<file path="src/rtl/riscv_fetch_pkg.sv">
// Shared fetch-path types and constants.
// Latency: n/a (types, constants and pure helper functions only).
// Backpressure: n/a.
package riscv_fetch_pkg;

    localparam int XLEN       = 32;
    localparam int INST_BYTES = 4;

    localparam logic [XLEN-1:0] RESET_PC_DEFAULT = 32'h0000_0000;

    // One buffered instruction: the address it was fetched from and its word
    typedef struct packed {
        logic [XLEN-1:0] pc;
        logic [XLEN-1:0] instr;
    } fetch_entry_t;

    // Sequential successor of a fetch address; wraps modulo 2^XLEN
    function automatic logic [XLEN-1:0] pc_next(input logic [XLEN-1:0] pc);
        return pc + XLEN'(INST_BYTES);
    endfunction

    // Force an address onto an instruction-word boundary
    function automatic logic [XLEN-1:0] pc_align(input logic [XLEN-1:0] addr);
        return {addr[XLEN-1:2], 2'b00};
    endfunction

endpackage

</file>
<file path="src/rtl/fetch_fifo.sv">
// Synchronous FIFO of fetched {pc, instr} entries feeding the decode stage.
// Latency: a pushed entry is visible at the head the cycle after the push.
// Backpressure: push is ignored when full, pop when empty; upstream credits keep push off a full FIFO.
module fetch_fifo
    import riscv_fetch_pkg::*;
#(
    parameter  int DEPTH = 2,
    localparam int AW    = (DEPTH > 1) ? $clog2(DEPTH) : 1,
    localparam int CW    = AW + 1
) (
    input  logic          clk,
    input  logic          rst,
    input  logic          flush,
    input  logic          push,
    input  fetch_entry_t  push_dat,
    input  logic          pop,
    output fetch_entry_t  head_dat,
    output logic [CW-1:0] count,
    output logic          empty
);

    fetch_entry_t  mem_q [DEPTH];
    logic [AW-1:0] wr_ptr_q;
    logic [AW-1:0] rd_ptr_q;
    logic [CW-1:0] count_q;
    logic          full;
    logic          push_ok;
    logic          pop_ok;

    assign full     = (count_q == CW'(DEPTH));
    assign empty    = (count_q == '0);
    assign push_ok  = push & ~full;
    assign pop_ok   = pop & ~empty;
    assign head_dat = mem_q[rd_ptr_q];
    assign count    = count_q;

    // Pointers and occupancy; a flush discards every entry, including one being pushed
    always_ff @(posedge clk) begin
        if (rst || flush) begin
            wr_ptr_q <= '0;
            rd_ptr_q <= '0;
            count_q  <= '0;
        end else begin
            if (push_ok) begin
                wr_ptr_q <= wr_ptr_q + AW'(1);
            end
            if (pop_ok) begin
                rd_ptr_q <= rd_ptr_q + AW'(1);
            end
            count_q <= count_q + CW'(push_ok) - CW'(pop_ok);
        end
    end

    // Storage array; not reset because the head is only consumed while non-empty
    always_ff @(posedge clk) begin
        if (push_ok) begin
            mem_q[wr_ptr_q] <= push_dat;
        end
    end

endmodule

</file>
<file path="src/rtl/instr_fetch_unit.sv">
// Instruction fetch: issues word-aligned reads, buffers in-order responses, handles redirects.
// Latency: request in cycle N, response in N+1 or later, instruction on inst_* the cycle after the response.
// Backpressure: requests are credit-limited by FIFO occupancy plus in-flight reads; inst_* holds until inst_ready.
module instr_fetch_unit
    import riscv_fetch_pkg::*;
#(
    parameter logic [XLEN-1:0] RESET_PC   = RESET_PC_DEFAULT,
    parameter int              FIFO_DEPTH = 2
) (
    input  logic            clk,
    input  logic            rst,
    input  logic            redirect_valid,
    input  logic [XLEN-1:0] redirect_addr,
    output logic            imem_req_valid,
    input  logic            imem_req_ready,
    output logic [XLEN-1:0] imem_req_addr,
    input  logic            imem_rsp_valid,
    input  logic [XLEN-1:0] imem_rsp_data,
    output logic            inst_valid,
    input  logic            inst_ready,
    output logic [XLEN-1:0] inst_data,
    output logic [XLEN-1:0] inst_pc
);

    // Counters hold 0..FIFO_DEPTH; their sum needs one more bit
    localparam int CW = $clog2(FIFO_DEPTH) + 1;
    localparam int SW = CW + 1;

    logic [XLEN-1:0] fetch_pc_q, fetch_pc_d;
    logic [XLEN-1:0] rsp_pc_q,   rsp_pc_d;
    logic [CW-1:0]   inflight_q, inflight_d;
    logic [CW-1:0]   drop_cnt_q, drop_cnt_d;

    logic            credit_ok;
    logic            req_acc;
    logic            rsp_drop;
    logic            fifo_push;
    logic            fifo_pop;
    logic            fifo_empty;
    logic [CW-1:0]   fifo_count;
    fetch_entry_t    fifo_in;
    fetch_entry_t    fifo_head;
    logic [XLEN-1:0] redirect_pc;

    assign redirect_pc = pc_align(redirect_addr);

    // Request side: only issue when every outstanding read is guaranteed a buffer slot
    always_comb begin
        credit_ok      = (SW'(fifo_count) + SW'(inflight_q)) < SW'(FIFO_DEPTH);
        imem_req_valid = ~rst & ~redirect_valid & credit_ok;
        imem_req_addr  = fetch_pc_q;
        req_acc        = imem_req_valid & imem_req_ready;
    end

    // Response side: responses to pre-redirect requests are thrown away, the rest are buffered
    always_comb begin
        rsp_drop      = redirect_valid | (drop_cnt_q != '0);
        fifo_push     = imem_rsp_valid & ~rsp_drop;
        fifo_in.pc    = rsp_pc_q;
        fifo_in.instr = imem_rsp_data;
        fifo_pop      = inst_valid & inst_ready;
    end

    // Decode-side view of the buffer head, forced to zero in reset and when empty
    always_comb begin
        inst_valid = ~rst & ~fifo_empty;
        inst_data  = inst_valid ? fifo_head.instr : '0;
        inst_pc    = inst_valid ? fifo_head.pc    : '0;
    end

    // Next-state for the fetch/response address trackers and the outstanding-read counters
    always_comb begin
        fetch_pc_d = fetch_pc_q;
        rsp_pc_d   = rsp_pc_q;
        drop_cnt_d = drop_cnt_q;
        // Dropped responses still retire a credit, so inflight always counts every open read
        inflight_d = inflight_q + CW'(req_acc) - CW'(imem_rsp_valid);

        if (redirect_valid) begin
            // A response landing this cycle is already discarded, so it is not re-counted
            fetch_pc_d = redirect_pc;
            rsp_pc_d   = redirect_pc;
            drop_cnt_d = inflight_q - CW'(imem_rsp_valid);
        end else begin
            if (req_acc) begin
                fetch_pc_d = pc_next(fetch_pc_q);
            end
            if (fifo_push) begin
                rsp_pc_d = pc_next(rsp_pc_q);
            end
            if (imem_rsp_valid && (drop_cnt_q != '0)) begin
                drop_cnt_d = drop_cnt_q - CW'(1);
            end
        end
    end

    // State registers; reset abandons any reads still outstanding in memory
    always_ff @(posedge clk) begin
        if (rst) begin
            fetch_pc_q <= RESET_PC;
            rsp_pc_q   <= RESET_PC;
            inflight_q <= '0;
            drop_cnt_q <= '0;
        end else begin
            fetch_pc_q <= fetch_pc_d;
            rsp_pc_q   <= rsp_pc_d;
            inflight_q <= inflight_d;
            drop_cnt_q <= drop_cnt_d;
        end
    end

    fetch_fifo #(
        .DEPTH (FIFO_DEPTH)
    ) u_fetch_fifo (
        .clk      (clk),
        .rst      (rst),
        .flush    (redirect_valid),
        .push     (fifo_push),
        .push_dat (fifo_in),
        .pop      (fifo_pop),
        .head_dat (fifo_head),
        .count    (fifo_count),
        .empty    (fifo_empty)
    );

endmodule

</file>
<file path="config.mk">
export PLATFORM = sky130hd
export DESIGN_NAME = instr_fetch_unit
export DESIGN_NICKNAME = d
export VERILOG_FILES = /design/src/rtl/riscv_fetch_pkg.sv /design/src/rtl/fetch_fifo.sv /design/src/rtl/instr_fetch_unit.sv
export SDC_FILE = /design/constraint.sdc
export NUM_CORES = 1
export LEC_CHECK = 0
export BUFFER_PORTS_ARGS = -buffer_cell sky130_fd_sc_hd__buf_2
export CORE_UTILIZATION = 56
export DETAILED_ROUTE_END_ITERATION = 6
export HOLD_SLACK_MARGIN = 0.03
export PLACE_DENSITY_LB_ADDON = 0.25
export SLEW_MARGIN = 20
export SYNTH_ARGS = -nofsm -noshare
export SYNTH_HDL_FRONTEND = slang
export SYNTH_HIERARCHICAL = 1
export SYNTH_SLANG_ARGS = --single-unit
</file>
<file path="constraint.sdc">
create_clock -name clk -period 6.24 [get_ports clk]
set_clock_uncertainty 0.15 [all_clocks]
set_input_delay 1.248 -clock clk [delete_from_list [all_inputs] [get_ports clk]]
set_output_delay 1.248 -clock clk [all_outputs]
set_load 0.03 [all_outputs]
</file>
Word-level counts from Yosys, hierarchy flattened
Memory sizes are Yosys's and may differ from the RTL's. A register that Yosys moved wholly into a read port is not among the register bits.
Index checks and enable logic that the tools add are counted.
{"block": "totals", "regBits": 72, "latch_bits": 0, "ram_bits": 128, "rom_bits": 0, "inputBits": 70, "wordCells": 57, "n_memories": 1}
{"name": "u_fetch_fifo.mem_q", "words": 2, "width": 64, "read_ports": 1, "rd_clocked_by_memory_dff": 1, "wr": 1, "line": "fetch_fifo.sv:22", "text": "fetch_entry_t mem_q [DEPTH];"}
{"block": "op_classes", "add_sub_neg": 11, "n_mul": 0, "div_mod_pow": 0, "order_cmp": 1, "n_eq_ne": 1, "shift": 0, "n_mux": 12, "bitwise": 14, "reduce_logical": 8}
{"op": "2-to-1 mux 32 bit", "count": 6}
{"op": "adder 32 x 3 -> 32 bit, second input constant", "count": 2}
{"op": "AND 1 bit", "count": 8}
{"op": "nonzero test 2 bit", "count": 4}
{"op": "subtractor 2 x 1 -> 2 bit", "count": 3}
{"op": "NOT 1 bit", "count": 5}
{"op": "adder 2 x 1 -> 2 bit", "count": 2}
{"op": "2-to-1 mux 1 bit", "count": 4}
{"op": "2-to-1 mux 2 bit", "count": 2}
{"op": "adder 2 x 2 -> 3 bit", "count": 1}
{"op": "< comparator 3 x 2 -> 1 bit, second input constant", "count": 1}
{"op": "adder 1 bit, second input constant", "count": 2}
{"op": "equality test 2 bit, second input constant", "count": 1}
{"op": "logical NOT 2 bit", "count": 1}
{"op": "OR reduction 2 bit", "count": 1}
{"op": "subtractor 2 x 1 -> 2 bit, second input constant", "count": 1}
{"op": "logical AND 1 bit", "count": 1}
{"op": "logical OR 1 bit", "count": 1}
{"op": "OR 1 bit", "count": 1}

Logic depth before layout (Yosys ltp)
Gate-level depths: netlist of the first run.
{"block": "depth", "ltp_word": 7, "depth_mapped": 12, "ltp_nobuf": 11}

Hierarchy
The synthesis of the first run kept the hierarchy.
{"mod": "fetch_fifo", "instances": 1, "cells_per_inst": 225, "area_each_um2": 5153.7, "seq_area_each_um2": 3943.8}
{"mod": "instr_fetch_unit", "instances": 1, "cells_per_inst": 530, "area_each_um2": 4145.2, "seq_area_each_um2": 1281.2}

Worst setup path before layout of the first run
Ideal clock, no wire load.
{"block": "synth_path", "path_type": "input -> register", "startpoint": "in redirect_valid", "endpoint": "mem u_fetch_fifo/mem_q[0][0] (netlist bit) (enable)", "setup_time_ns": 0.486, "t_arrival_ns": 4.701, "t_required_ns": 5.604, "slack_ns": 0.902, "cell_stages": 6, "path_buffers": 3, "cell_sequence": "buf_2 > clkbuf_1 > clkbuf_1 > nor2_1 > o21ai_2 > nor2_1"}
{"block": "synth_via", "elab_chain_len": 6}
{"item": "start, declared", "line": "instr_fetch_unit.sv:12", "text": "input logic redirect_valid,"}
{"item": "OR 1 bit", "line": "instr_fetch_unit.sv:57", "text": "rsp_drop = redirect_valid | (drop_cnt_q != '0);"}
{"item": "NOT 1 bit", "line": "instr_fetch_unit.sv:58", "text": "fifo_push = imem_rsp_valid & ~rsp_drop;"}
{"item": "AND 1 bit", "line": "instr_fetch_unit.sv:58"}
{"item": "named net fifo_push", "line": "instr_fetch_unit.sv:37", "text": "logic fifo_push;"}
{"item": "AND 1 bit", "line": "fetch_fifo.sv:32", "text": "assign push_ok = push & ~full;"}
{"item": "2-to-1 mux 1 bit", "line": "fetch_fifo.sv:56", "text": "if (push_ok) begin"}
{"item": "2-to-1 mux 1 bit (implied by the code)", "line": "fetch_fifo.sv:57", "text": "mem_q[wr_ptr_q] <= push_dat;"}
{"item": "end, declared", "line": "fetch_fifo.sv:22"}
The timed path passes the listed nets, and every way through them passes these cells.

==> results of run 1 <==
-- per-stage QoR --
step	worst slack, ps	power [mW]
6_report	2390	2.84
5_1_grt	2270	2.93
4_1_cts	2350	2.85
3_5_place_dp	2360	1.78
3_3_place_gp	2360	1.78
2_1_floorplan	902	1.70
-- power by group through the flow --
stage / clock network, mW / registers (mW) / logic, mW
after floorplan: 0 / 1.54 / 0.157
after global placement: 0 / 1.53 / 0.251
after detailed placement: 0 / 1.53 / 0.256
after CTS: 1.10 / 1.50 / 0.258
after global routing: 1.14 / 1.51 / 0.283
final: 1.08 / 1.50 / 0.256
-- cell usage in the layout (no fill, tap or decap), drive strengths merged, types with 4 or more instances in the layout --
master / synthesis / final
nand4: 19 / 19
buf: 18 / 172
ha: 8 / 8
a311oi: 5 / 5
and2: 72 / 72
a21boi: 6 / 6
edfxtp: 128 / 128
xnor2: 24 / 24
nand2: 38 / 38
or3: 8 / 8
nor3: 14 / 14
inv: 24 / 24
o21ai: 14 / 14
clkbuf: 26 / 24
nor2: 46 / 46
nand3: 24 / 24
o22ai: 7 / 7
and4: 5 / 5
clkinv: 0 / 6
o21bai: 4 / 4
mux2: 67 / 67
dfxtp: 69 / 69
and3: 11 / 11
a21oi: 30 / 30
conb: 1 / 6
mux2i: 4 / 4
a211oi: 12 / 12
xor2: 13 / 13
nor4: 13 / 13
a31oi: 14 / 14
-- layer usage --
| metal | vias to the layer above | share of wire | track usage |
|---|---|---|---|
| met2 | 225 | 0.46 | 0.336 |
| met1 | 2962 | 0.47 | 0.307 |
| met5 | - | 0 | 0 |
| met4 | 0 | 0.0094 | 0.0730 |
| met3 | 14 | 0.065 | 0.0354 |
| li1 | 3062 | - | - |
-- final timing paths --
| check | to | slack, ps | depth (start not counted) |
|---|---|---|---|
| worst max-delay path | inst_data[7] | 2390 | 4 |
| worst min-delay path | u_fetch_fifo/mem_q[1][63]$_DFFE_PP_ | 350 | 0 |
| worst max register to register | imem_req_addr[16]$_SDFFE_PP0P_ | 2970 | 8 |
| worst min register to register | u_fetch_fifo/mem_q[1][63]$_DFFE_PP_ | 350 | 0 |
-- synthesized netlist by cell type (all sizes together) (8+ instances only) --
master,count
and3,11
edfxtp,128
a211oi,12
nor4,13
mux2,67
and2,72
o21ai,14
nand3,24
nor3,14
xor2,13
nand4,19
inv,24
xnor2,24
nor2,46
a31oi,14
dfxtp,69
a21oi,30
buf,18
clkbuf,26
ha,8
nand2,38
or3,8
-- final cells by class --
type / instances / area, um^2 / area share
sequential: 197 / 5230 / 0.484
multi-input combinational: 495 / 3730 / 0.345
timing repair buffer: 172 / 883 / 0.0818
clock buffer: 24 / 493 / 0.0457
tap: 216 / 270 / 0.0250
clock inverter: 8 / 98.8 / 0.00916
inverter: 24 / 90.1 / 0.00835
-- cell families (layout without fill, tap and decap cells) --
group           Yosys count  count (layout)  synth area share
fa+ha+maj                 9               9            0.0129
flops                   197             197             0.562
buf+inv                  68             228            0.0416
simple gates            259             259             0.160
other cells               1               6          0.000403
compound gates          113             113            0.0790
mux                      71              71             0.110
xor+xnor                 37              37            0.0348
-- worst register-to-register path: stages, from the launching register on --
cell	delay (ps)
dfxtp_1	430
and2_1	170
fa_1	450
nor4_4	400
and2_1	520
inv_1	130
buf_4	270
or4b_1	540
a31oi_1	140
-- sequential cells by signal (all words and copies together), names as in the netlist, named ones only --
| name | flops |
|---|---|
| drop_cnt_q | 2 |
| rsp_pc_q | 30 |
| imem_req_addr | 30 |
| u_fetch_fifo/rd_ptr_q | 1 |
| inflight_q | 2 |
| u_fetch_fifo/mem_q | 128 |
| u_fetch_fifo/wr_ptr_q | 1 |
| u_fetch_fifo/count | 2 |
==> results.yml, run 1 <==
clock_tree:
  htree_levels: 4
  cts_inserted_buffers: 17
  cts.sinks: 197
  cts_tree: "done"
  clkLatencyLatePin_ps: 430
  ctsLongestPathBuffers: 2
  cts_hold_buf: 0
  cts-resized-gates: 0
  post_cts_buffers: 0
  cts_root_buffer: "clkbuf_16"
  clk_pin_slew_ps: 60
synth:
  synth_top_area_cell: "edfxtp_1"
  ys_ff_latch: 197
  synth_edf_count: 128
  synthFlopType: "edfxtp_1"
  synth.top_cell.area_share: 0.413
  synth.area.top_cells: "edfxtp_1 41%, dfxtp_1 15%, mux2_4 9.7%, and2_1 4.8%, xnor2_1 2.3%"
  syn_area_um2: 9300
  synth.yosys.warnings: 6
  postSynthCellCount: 755
  synth_cell_types: 59
  synth.avg_cell_area_um2: 12.3
  seq_area_frac_synth: 0.562
  async_flop_share: 0
pwr:
  p_comb_frac: 0.090
  p_leak_nw: 4.27
  peakVddDrop_mv: 0.202
  netSwitchingPower_mw: 0.645
  swShare: 0.227
  powerDensity_nw_per_um2: 263
  clock_power_share: 0.381
  internal_power_mw: 2.19
  pwr-share-seq: 0.529
run_status:
  status: "completed"
hold_path:
  min-delay-start: "rsp_pc_q[31]$_SDFFE_PP0P_"
  hold_path_class: "flop to flop"
setup_path:
  r2r-start: "u_fetch_fifo/count[0]$_SDFF_PP0_"
  crit_slowest_cell: "dfxtp_4"
  cp-end-kind: "primary output"
  crit_buf_inv: 2
  cp_data_required_time_ps: 4840
  cp_slowest_stage_delay_ps: 710
  crit_family: "buffers and inverters"
  cp_max_fo: 33
  cp-start-kind: "flop"
  arrival_ps: 2450
  path_cells: "buf_4 > mux2_4 > and2_1 > buf_2"
  criticalPathCategory: "flop to primary output"
global_routing:
  grt_usage: 0.216
  grt_max_degree: 67
  antenna_found_initial: 0
  overflow: 0
  grt_pass1_vias: 5697
  grt_pass1_wl_um: 28400
sta:
  fmax_mhz: 260
  hold_slack_ps: 347
  slew_violations: 0
  finalSetupViolations: 0
  rsz0062_at_grt: "no"
  tns_ps: 0
  worst_pin_slew_ps: 930
  min_period_ps: 3850
  hold_viol_final: 0
  relSlewSlack: 0.378
  finalCritPeriodShare: 0.617
finish:
  post-route-util: 0.672
  fin_nets: 986
  area_delta_synth_final_pct: 16.1
  drive_above_1_share: 0.314
  diodes: 0
  n_fill_cell: 1228
  layout.cells.non_filler: 1136
  stdcell_area_um2: 10800
floorplanning:
  start_util: 0.579
  core_um2: 16100
  die_y_um: 131
  die_area_um2: 17100
  die_w_um: 131
  rows: 46
  io_pins: 168
flow_run:
  maxCapViolations: 0
detailed_routing:
  viasPerCell: 5.51
  drtIter0Drc: 438
  ant_nets: 0
  drcViolationCount: 0
  wire_per_inst_um: 15.9
  vias: 6263
  drt_wl_total_um: 18100
  drt-pass1-iter-count: 5
placed_design:
  numPortBuffers: 163
  dp_hpwl_um: 12200
  dp.cells: 1104
  gp_congestion: 0.858
  dpl_cell_area_um2: 10200
No activity file was read; power rests on OpenSTA's default activity.
==> run 2, diff against run 1 <==
--- a/config.mk
+++ b/config.mk
@@ -5,8 +5,9 @@
 export SDC_FILE = /design/constraint.sdc
 export NUM_CORES = 1
 export LEC_CHECK = 0
+export ABC_AREA = 1
 export BUFFER_PORTS_ARGS = -buffer_cell sky130_fd_sc_hd__buf_2
-export CORE_UTILIZATION = 56
+export CORE_UTILIZATION = 51
 export DETAILED_ROUTE_END_ITERATION = 6
 export HOLD_SLACK_MARGIN = 0.03
 export PLACE_DENSITY_LB_ADDON = 0.25
==> constraint.sdc (replaced) <==
create_clock -name clk -period 3.3 [get_ports clk]
set_clock_uncertainty 0.15 [all_clocks]
set_input_delay 0.66 -clock clk [delete_from_list [all_inputs] [get_ports clk]]
set_output_delay 0.66 -clock clk [all_outputs]
set_load 0.03 [all_outputs]
==> results.yml, run 2 <==
run_status:
  status: "completed"
clock_tree:
  cts-resized-gates: 0
  post_cts_buffers: 0
  clk_pin_slew_ps: 70
  cts_hold_buf: 0
  htree_levels: 4
  cts_inserted_buffers: 17
  ctsLongestPathBuffers: 2
  clkLatencyLatePin_ps: 430
  cts_root_buffer: "clkbuf_16"
  cts.sinks: 197
  cts_tree: "done"
synth:
  synth_cell_types: 41
  synthSimpleGateAreaFrac: 0.197
  synth_top_family_by_area: "simple AND/OR/NAND/NOR gates"
  synth_top_area_cell: "edfxtp_1"
  syn_area_um2: 10100
  seq_area_frac_synth: 0.517
  synth.avg_cell_area_um2: 9.14
  synth.top_cell.area_share: 0.380
  synthMuxAreaShare: 0.0935
  synthXorXnorAreaFrac: 0.0113
  synthAdderAreaFrac: 0.0119
  synth_most_common_cell: "nand2_1"
  synth.yosys.warnings: 6
  postSynthCellCount: 1106
  synth_compound_area_frac: 0.0714
  ys_top_cells_by_count: "211 x nand2_1, 185 x inv_1, 138 x nor2_1"
  synthFlopType: "edfxtp_1"
  synth.area.top_cells: "edfxtp_1 38%, dfxtp_1 14%, mux2_4 8.9%, nand2_1 7.8%, inv_1 6.9%"
  ys_ff_latch: 197
  synth_edf_count: 128
  async_flop_share: 0
floorplanning:
  die_y_um: 143
  die_w_um: 143
  rows: 51
  io_pins: 168
  die_area_um2: 20400
  start_util: 0.520
  core_um2: 19500
sta:
  slew_violations: 0
  rsz0062_at_grt: "no"
  tns_ps: 0
  fin_ws_ps: 455
  relSlewSlack: 0.564
  finalSetupViolations: 0
  fmax_mhz: 352
  worst_pin_slew_ps: 654
  min_period_ps: 2840
  hold_viol_final: 0
  finalCritPeriodShare: 0.862
global_routing:
  grt_max_degree: 65
  grt_pass1_vias: 6862
  grt_usage: 0.219
  antenna_found_initial: 0
  grt_pass1_wl_um: 34300
  overflow: 0
placed_design:
  numPortBuffers: 163
  pre_cts_ws_ps: 691
  gp_congestion: 0.917
  dp_hpwl_um: 15400
pwr:
  powerDensity_nw_per_um2: 464
  netSwitchingPower_mw: 1.42
  p_leak_nw: 5.14
  peakVddDrop_mv: 0.362
  pwr-share-seq: 0.522
  internal_power_mw: 4.02
  p_comb_frac: 0.101
  swShare: 0.261
  clock_power_share: 0.377
detailed_routing:
  wire_per_inst_um: 14.2
  ant_nets: 0
  drcViolationCount: 0
  drt_wl_total_um: 22000
  viasPerCell: 5.02
  drt-pass1-iter-count: 5
  drtIter0Drc: 406
  vias: 7772
finish:
  final_cell_mix: "211 x nand2_1, 183 x inv_1, 163 x buf_2"
  drive_above_1_share: 0.237
  largest_reg_flops: 128
  n_fill_cell: 1711
  final_common_cell: "nand2_1"
  top_register: "u_fetch_fifo/mem_q"
  fin_nets: 1348
  diodes: 0
  area_delta_synth_final_pct: 15.9
setup_path:
  arrival_ps: 2030
  cp_data_required_time_ps: 2490
  cp-end-kind: "primary output"
  criticalPathCategory: "flop to primary output"
  cp-start-kind: "flop"
  cp_max_fo: 33
hold_path:
  hold_path_class: "primary input to flop"
flow_run:
  maxCapViolations: 0
==> run 2: logic make-up after synthesis <==
group | Yosys count
AO/OA/AOI/OAI | 134
adder cells (fa/ha/maj) | 9
flip-flops | 197
multiplexers | 64
buffers and inverters | 224
XOR/XNOR | 13
other | 1
AND/OR/NAND/NOR | 464
==> run 2: cell type report <==
type	count	area, um^2	share of cell area
clock buffer	18	429	0.0366
clock inverter	14	161	0.0138
inverter	189	712	0.0607
multi-input combinational	690	3930	0.335
sequential	197	5230	0.446
tap	265	332	0.0283
timing repair buffer	174	936	0.0798
==> run 2: power by group through the flow <==
stage	registers [mW]	logic, mW	clock network (mW)
floorplan	2.91	0.347	0
global placement	2.89	0.537	0
detailed placement	2.89	0.549	0
CTS	2.84	0.552	2.09
global route	2.85	0.612	2.19
finish	2.84	0.549	2.05
==> run 2: through the flow <==
stage / hold WS, ps / total power [mW] / cell area (um^2) / utilization / std cells
after floorplan: 315 / 3.25 / 10100 / - / 1111
final: 266 / 5.44 / 11700 / 0.602 / 1547
after global placement: 333 / 3.42 / 11100 / 0.572 / 1515
after detailed placement: 354 / 3.44 / 11100 / 0.572 / 1515
after global routing: 248 / 5.66 / 11700 / 0.602 / 1547
after CTS: 252 / 5.48 / 11700 / 0.602 / 1547
==> run 2: final timing paths <==
kind / startpoint / endpoint / slack, ps / cells after the start
hold reg to reg: u_fetch_fifo/rd_ptr_q$_SDFFE_PP0P_ / u_fetch_fifo/rd_ptr_q$_SDFFE_PP0P_ / 370 / 2
hold / removal: imem_rsp_data[5] / u_fetch_fifo/mem_q[1][5]$_DFFE_PP_ / 270 / 1
setup reg to reg: u_fetch_fifo/count[0]$_SDFF_PP0_ / inflight_q[1]$_SDFF_PP0_ / 810 / 13
setup / recovery: flop / inst_pc[23] / 460 / 5
==> run 2: worst max-delay path: stages, from the launching register on <==
cell	delay, ps
dfxtp_4	600
buf_12	320
mux2_2	370
inv_1	50
nor2_1	40
buf_2	200
==> run 2: per-layer routing <==
metal / share of wire / global-route usage / vias to the layer above
li1: - / - / 3920
met1: 0.46 / 0.298 / 3558
met2: 0.45 / 0.357 / 263
met3: 0.064 / 0.0312 / 31
met4: 0.022 / 0.0792 / 0
met5: 0 / 0 / -
